File: src/rtl/bullet_slot_ctrl.sv
// Player bullet slot allocator: per frame moves, kills and spawns bullets.
// Ports: clk/rstn, frame_tick, game, fire, player_x/y, hit -> exist/x/y, pulses, state.
module bullet_slot_ctrl #(
  parameter int NSLOT    = 5,
  parameter int SPEED    = 4,
  parameter int X_MAX    = 400,
  parameter int DX       = 32,
  parameter int DY       = 12,
  parameter int COOLDOWN = 8
) (
  input  logic                 clk,
  input  logic                 rstn,
  input  logic                 frame_tick,
  input  logic                 game,
  input  logic                 fire,
  input  logic [8:0]           player_x,
  input  logic [8:0]           player_y,
  input  logic [NSLOT-1:0]     hit,
  output logic [NSLOT-1:0]     exist_bullet,
  output logic [9*NSLOT-1:0]   bullet_x,
  output logic [9*NSLOT-1:0]   bullet_y,
  output logic                 fire_ack,
  output logic                 fire_drop,
  output logic [1:0]           state
);

  localparam int CW = $clog2(COOLDOWN + 1);

  typedef enum logic [1:0] {
    IDLE  = 2'b00,
    READY = 2'b01,
    COOL  = 2'b10
  } st_t;

  st_t                   st_q, st_n;
  logic [CW-1:0]         cnt_q, cnt_n;
  logic [NSLOT-1:0]      ex_q, ex_n;
  logic [NSLOT-1:0][8:0] bx_q, bx_n;
  logic [NSLOT-1:0][8:0] by_q, by_n;
  logic                  ack_q, ack_n;
  logic                  drop_q, drop_n;

  logic [9:0]            nx;
  logic [9:0]            sx;
  logic                  found;
  logic [NSLOT-1:0]      pick;

  always_ff @(posedge clk) begin
    if (!rstn) begin
      st_q   <= IDLE;
      cnt_q  <= '0;
      ex_q   <= '0;
      bx_q   <= '0;
      by_q   <= '0;
      ack_q  <= 1'b0;
      drop_q <= 1'b0;
    end else begin
      st_q   <= st_n;
      cnt_q  <= cnt_n;
      ex_q   <= ex_n;
      bx_q   <= bx_n;
      by_q   <= by_n;
      ack_q  <= ack_n;
      drop_q <= drop_n;
    end
  end

  always_comb begin
    st_n   = st_q;
    cnt_n  = cnt_q;
    ex_n   = ex_q;
    bx_n   = bx_q;
    by_n   = by_q;
    ack_n  = 1'b0;
    drop_n = 1'b0;
    nx     = '0;
    sx     = {1'b0, player_x} + 10'(DX);
    found  = 1'b0;
    pick   = '0;

    if (!game || st_q == IDLE) begin
      ex_n  = '0;
      bx_n  = '0;
      by_n  = '0;
      cnt_n = '0;
      st_n  = game ? READY : IDLE;
    end else begin
      if (frame_tick) begin
        for (int i = 0; i < NSLOT; i++) begin
          if (ex_q[i]) begin
            nx = {1'b0, bx_q[i]} + 10'(SPEED);
            // retired bullets keep their last x
            if (nx >= 10'(X_MAX))
              ex_n[i] = 1'b0;
            else
              bx_n[i] = nx[8:0];
          end
        end
      end

      ex_n = ex_n & ~hit;

      // lowest free slot after move and kills
      for (int i = 0; i < NSLOT; i++) begin
        if (!found && !ex_n[i]) begin
          found   = 1'b1;
          pick[i] = 1'b1;
        end
      end

      if (frame_tick) begin
        unique case (st_q)
          READY: begin
            if (fire) begin
              if (found && sx < 10'(X_MAX)) begin
                for (int i = 0; i < NSLOT; i++) begin
                  if (pick[i]) begin
                    ex_n[i] = 1'b1;
                    bx_n[i] = sx[8:0];
                    by_n[i] = player_y + 9'(DY);
                  end
                end
                ack_n = 1'b1;
                st_n  = COOL;
                cnt_n = CW'(COOLDOWN - 1);
              end else begin
                drop_n = 1'b1;
              end
            end
          end
          COOL: begin
            if (cnt_q == '0)
              st_n = READY;
            else
              cnt_n = cnt_q - 1'b1;
          end
          default: ;
        endcase
      end
    end
  end

  assign exist_bullet = ex_q;
  assign bullet_x     = bx_q;
  assign bullet_y     = by_q;
  assign fire_ack     = ack_q;
  assign fire_drop    = drop_q;
  assign state        = st_q;

endmodule
File: config.mk
export PLATFORM = sky130hd
export DESIGN_NAME = bullet_slot_ctrl
export DESIGN_NICKNAME = d
export VERILOG_FILES = /design/src/rtl/bullet_slot_ctrl.sv
export SDC_FILE = /design/constraint.sdc
export NUM_CORES = 1
export LEC_CHECK = 0
export BUFFER_PORTS_ARGS = -buffer_cell sky130_fd_sc_hd__buf_2
export CORE_ASPECT_RATIO = 0.8
export CORE_MARGIN = 1
export CORE_UTILIZATION = 49
export CTS_CLUSTER_DIAMETER = 60
export DETAILED_ROUTE_END_ITERATION = 6
export HOLD_SLACK_MARGIN = 0.08
export PLACE_DENSITY = 0.89
export SKIP_CTS_REPAIR_TIMING = 1
export SLEW_MARGIN = 10
export SYNTH_ARGS = -nofsm -noshare
export SYNTH_HDL_FRONTEND = slang
export SYNTH_SLANG_ARGS = --single-unit
File: constraint.sdc
create_clock -name clk -period 2.8 [get_ports clk]
set_input_delay 0.42 -clock clk [delete_from_list [all_inputs] [get_ports clk]]
set_output_delay 0.42 -clock clk [all_outputs]
set_load 0.02 [all_outputs]
# Yosys cells after proc, flatten, opt, wreduce, memory -nomap -nowiden
# Cells that the tools add are included.
# totals
reg_bits	103
output_inout_bits	99
# op_classes
addsub	8
magnitude_cmp	6
n_eq_ne	8
n_mux	72
bitwise_logic	6
n_reduce_logical	29
# op_table
operator	n
$mux W45	5
$mux W9	15
$add A9 B3 Y10 const B	5
$ge A10 B9 Y1 const B	5
$mux W1	36
$reduce_and A5 Y1	7
$mux W5	6
$mux W4	3
$add A9 B6 Y10 const B	1
$lt A10 B9 Y1 const B	1
$mux W2	5
$add A9 B4 Y9 const B	1
$logic_not A1 Y1	9
$ne A3 B3 Y1 const B	3
$pmux W4 S2	1
$ne A2 B2 Y1 const B	3
$and A5 B5 Y5	1
$logic_and A1 B1 Y1	5
$not A5 Y5	1
$reduce_or A5 Y1	1
$logic_not A4 Y1	1
$not A1 Y1	4
$pmux W2 S2	1
$reduce_bool A2 Y1	2
other kinds (7)	7

# Longest topological paths before layout
# logic_depth
depth_word	31
mapped_depth	10
depth_no_buf	8

# Worst setup path before layout
# OpenSTA, ideal clock, no wires.
# synth_path
path_kind	input to register
from	input player_x[5]
to	register by_q (netlist bit bullet_y[29])
setup_ns	0.079
arrival_time_ns	2.804
required_time_ns	2.721
path_slack_ns	-0.083
stages	10
n_path_buf	2
cell_sequence	ha_1 > nor2_1 > a221oi_1 > a311o_1 > or4_4 > buf_6 > nor4_4 > buf_6 > nor2_2 > a211oi_2
# synth_via
elab_chain_cells	4
# synth_rtl
element	line_no	text
start, declared	16	input logic [8:0] player_x,
$add A9 B6 Y10	77	sx = {1'b0, player_x} + 10'(DX);
$lt A10 B9 Y1	115	if (found && sx < 10'(X_MAX)) begin
$logic_and A1 B1 Y1	115	
$reduce_and A5 Y1 (no source line)	-	
end signal, assigned	62	by_q <= by_n;
end, declared	39	logic [NSLOT-1:0][8:0] by_q, by_n;
# No other way between the ends.
# A chain may end at the register's enable or synchronous reset.

# Final worst setup path
# layout_path
from	register bx_q (netlist bit bullet_x[2])
to	register bx_q (netlist bit bullet_x[27])
# layout_via
elab_chain_cells	30
# layout_rtl
element	line_no	text
start, declared	38	logic [NSLOT-1:0][8:0] bx_q, bx_n;
start signal, assigned	61	bx_q <= bx_n;
$add A9 B3 Y10 (*)	91	nx = {1'b0, bx_q[i]} + 10'(SPEED);
$ge A10 B9 Y1 (*)	93	if (nx >= 10'(X_MAX))
$mux W1 (*)	93	
$mux W1 (*)	90	if (ex_q[i]) begin
$mux W5 (*)	88	if (frame_tick) begin
$mux W5 (*)	81	if (!game || st_q == IDLE) begin
$and A5 B5 Y5 (*)	101	ex_n = ex_n & ~hit;
$mux W1 (*)	105	if (!found && !ex_n[i]) begin
(+14 left out)	-	
$logic_and A1 B1 Y1	105	
$mux W1	105	
$mux W1	81	
$logic_and A1 B1 Y1	115	
$mux W45 (*)	115	
$mux W45 (*)	114	if (fire) begin
$mux W45 (*)	112	unique case (st_q)
$mux W45 (*)	111	if (frame_tick) begin
# Every way passes the cells marked *; elsewhere a longest branch is shown, timed or not. The select of a mux whose other input is x is not followed.

==> summary.txt <==
Clock tree
  • Clock latency on the worst-skew pair: 0.36 ns
  • H-tree Lvls: 3
  • Clk pin slew, worst setup/hold paths: 0.07 ns
  • CTS tree: built
  • Clock buffer count from CTS: 9
  • CTS sink cnt: 103
  • Root buf cell: clkbuf_16
  • Clock Tree Buf Depth: 2

Floorplan
  • Full die area: 0.0113 mm2
  • DIE WIDTH: 119 um
  • Core area: 0.0104 mm2
  • Num ports: 127
  • Row Count: 33
  • Die H: 95.5 um
  • Starting Density: 51.2%

Synth
  • Flops & latches, synth: 103
  • Post-synth top cells: dfxtp_1 (103), nand2_1 (101), nor2_1 (58)
  • Most common cell in the netlist: dfxtp_1
  • Mapped cell area: 0.00535 mm2
  • Top cell type by total area after synthesis: dfxtp_1
  • Post-synth ARST share: 0%
  • Synth cell types: 71
  • Largest cells by area after synthesis: dfxtp_1 (39%), nand2_1 (7.1%), a211oi_1 (4.8%), a21oi_1 (4.1%), nor2_1 (4.1%)
  • Synthesized Nets: 690
  • Cells after synthesis: 653
  • Post-synthesis sequential area ratio: 38.5%
  • Number of flops mapped to enable cells by yosys: 0
  • Most used DFF post-synth: dfxtp_1
  • Synth Area per Inst: 8.20 um2
  • Top cell type's share of synthesized area: 38.5%
  • Yosys Warn Count: 0

Placed design
  • PortBufs: 126
  • Final HPWL DP: 11300 um
  • GPL Wtd Cong: 0.950

STA
  • Crit share post-route: 97.2%
  • Setup TNS: 0 ns
  • Min cycle time layout: 2.72 ns
  • Hold Fails Final Rpt: 0
  • Measured slew at the worst slew-check pin: 0.645 ns
  • Max Slew Vio Count: 0
  • Setup Viol. Count Final: 0
  • Slew HR: 56.6%
  • Fmax: 368 MHz
  • Fin Clk Skew: 0.00875 ns

Min path
  • Hold endpoint: bullet_y[29]$_SDFFE_PP0P_
  • Hold Startpoint: player_y[2]
  • Cell depth of the worst hold path: 2
  • Hold crit path type: in -> reg

Global routing
  • Largest net degree at the start of global routing: 41
  • GRT Util Overall: 28.5%
  • Initial antenna violation count: 0
  • Vias in the first global route: 5032
  • First-pass GRT wire length: 25300 um
  • Grt ovf: 0

Critical path
  • Crit-path max FO: 11
  • RR Endpoint: bullet_x[27]$_SDFFE_PP0P_
  • Reg2reg start: bullet_x[2]$_SDFF_PP0_
  • WS Path Type: reg -> reg
  • Worst Setup Start Kind: register
  • Crit. End Element: register
  • Reg2reg path depth: 11
  • Req. time, crit path: 3.09 ns
  • Reg2reg setup slack: 0.08 ns
  • WP data arrival: 3.01 ns

Cells and area
  • Synth-to-Final Area Change: 26.6%
  • Fill count: 828
  • Final Util: 64.9%
  • Fin nets: 835
  • Share of cells above drive strength 1: 29.4%
  • Diodes inserted: 0

Drt
  • Vias: 5565
  • Vias per std cell: 5.91
  • WL/cell: 17.2 um
  • WL final: 16200 um
  • ANT nets after route: 0
  • DRT Pass-1 Iters: 5
  • DRC Markers: 0
  • Initial drt markers: 490

Pwr
  • Maximum vdd drop: 0.382 mV
  • Pwr dens: 434 mW/mm2
  • Leak pwr: 2.68 nW

Run status
  • Status: completed

Job
  • Max Cap Viol: 0
-- metrics by stage --
step	std cells	hold slack, ns	power (W)	cell area (um2)	setup slack [ns]
2_1_floorplan	653	0.479	0.00158	5350	0.00703
3_3_place_gp	924	0.437	0.00166	6350	-0.0140
3_5_place_dp	924	0.444	0.00166	6350	-0.108
4_1_cts	939	0.349	0.00294	6660	0.0341
5_1_grt	942	0.360	0.00301	6780	-0.0687
6_report	942	0.351	0.00294	6780	0.0798
-- cells in the final DEF, fill, tap and decap left out, drive strengths merged, types with 17 or more instances in the layout --
master	instances
nor3	17
xnor2	23
inv	18
dfxtp	103
nand2	102
nand3	24
buf	174
o21ai	24
a211oi	38
a21oi	44
nor2	62
-- layout make-up --
| cell class | count | area (um2) | area share (%) |
|---|---|---|---|
| Clock buffer | 10 | 239 | 3.53 |
| Inverter | 16 | 60.1 | 0.886 |
| Multi-Input combinational cell | 493 | 3110 | 45.8 |
| Tap cell | 140 | 175 | 2.58 |
| Clock inverter | 5 | 66.3 | 0.979 |
| Timing Repair Buffer | 175 | 1070 | 15.7 |
| Sequential cell | 103 | 2060 | 30.5 |
-- flip-flops by register name, indices dropped and copies added (netlist names) --
| register | cells |
|---|---|
| bullet_x | 45 |
| bullet_y | 45 |
| cnt_q | 4 |
| exist_bullet | 5 |
| fire_ack | 1 |
| fire_drop | 1 |
| state | 2 |
-- power breakdown --
part           internal [W]  switching (W)
Combinational     0.0000549       0.000108
Clock              0.000724       0.000584
Sequential          0.00147     0.00000232
-- worst max-delay path, cell delays in order (launching register included) --
cell and delay [ns]:
dfxtp_1 0.38, ha_4 0.19, nand4_1 0.21, nor3_2 0.17, nor4b_1 0.07, buf_4 0.15
or4_4 0.61, nor4_4 0.33, buf_4 0.19, clkbuf_16 0.16, nand2_1 0.06, a21oi_1 0.13
-- layer usage --
metal / GRT usage, % / up-vias / part of all wire, %
li1: - / 2624 / -
met1: 35.5 / 2616 / 41
met2: 47.2 / 297 / 47
met3: 8.67 / 28 / 10
met4: 9.39 / 0 / 2.0
met5: 0 / - / 0
-- how the worst max path moves through the flow --
stage / slack [ns] / cells after the start / from / endpoint
final: 0.08 / 11 / bullet_x[2]$_SDFF_PP0_ / bullet_x[27]$_SDFFE_PP0P_
after global routing: -0.07 / 11 / bullet_x[2]$_SDFF_PP0_ / bullet_x[27]$_SDFFE_PP0P_
after CTS: 0.03 / 10 / bullet_x[2]$_SDFF_PP0_ / bullet_y[12]$_SDFFE_PP0P_
after detailed placement: -0.11 / 10 / player_x[5] / bullet_x[41]$_SDFF_PP0_
after global placement: -0.01 / 10 / player_x[5] / bullet_x[41]$_SDFF_PP0_
after floorplan: 0.007 / 10 / player_x[5] / bullet_y[22]$_SDFFE_PP0P_
-- logic make-up after synthesis --
kind of cell               count (synthesis)  synth area share, %
and+or+nand+nor                          279                 25.9
AOI/OAI and AO/OA                        156                 20.1
DFF                                      103                 38.5
buffers and inverters                     57                 4.91
xor gates and xnor gates                  33                 5.40
muxes                                     16                 3.06
adders and majority gates                  9                 2.10
Note: power is estimated with default switching activity, not from simulation.
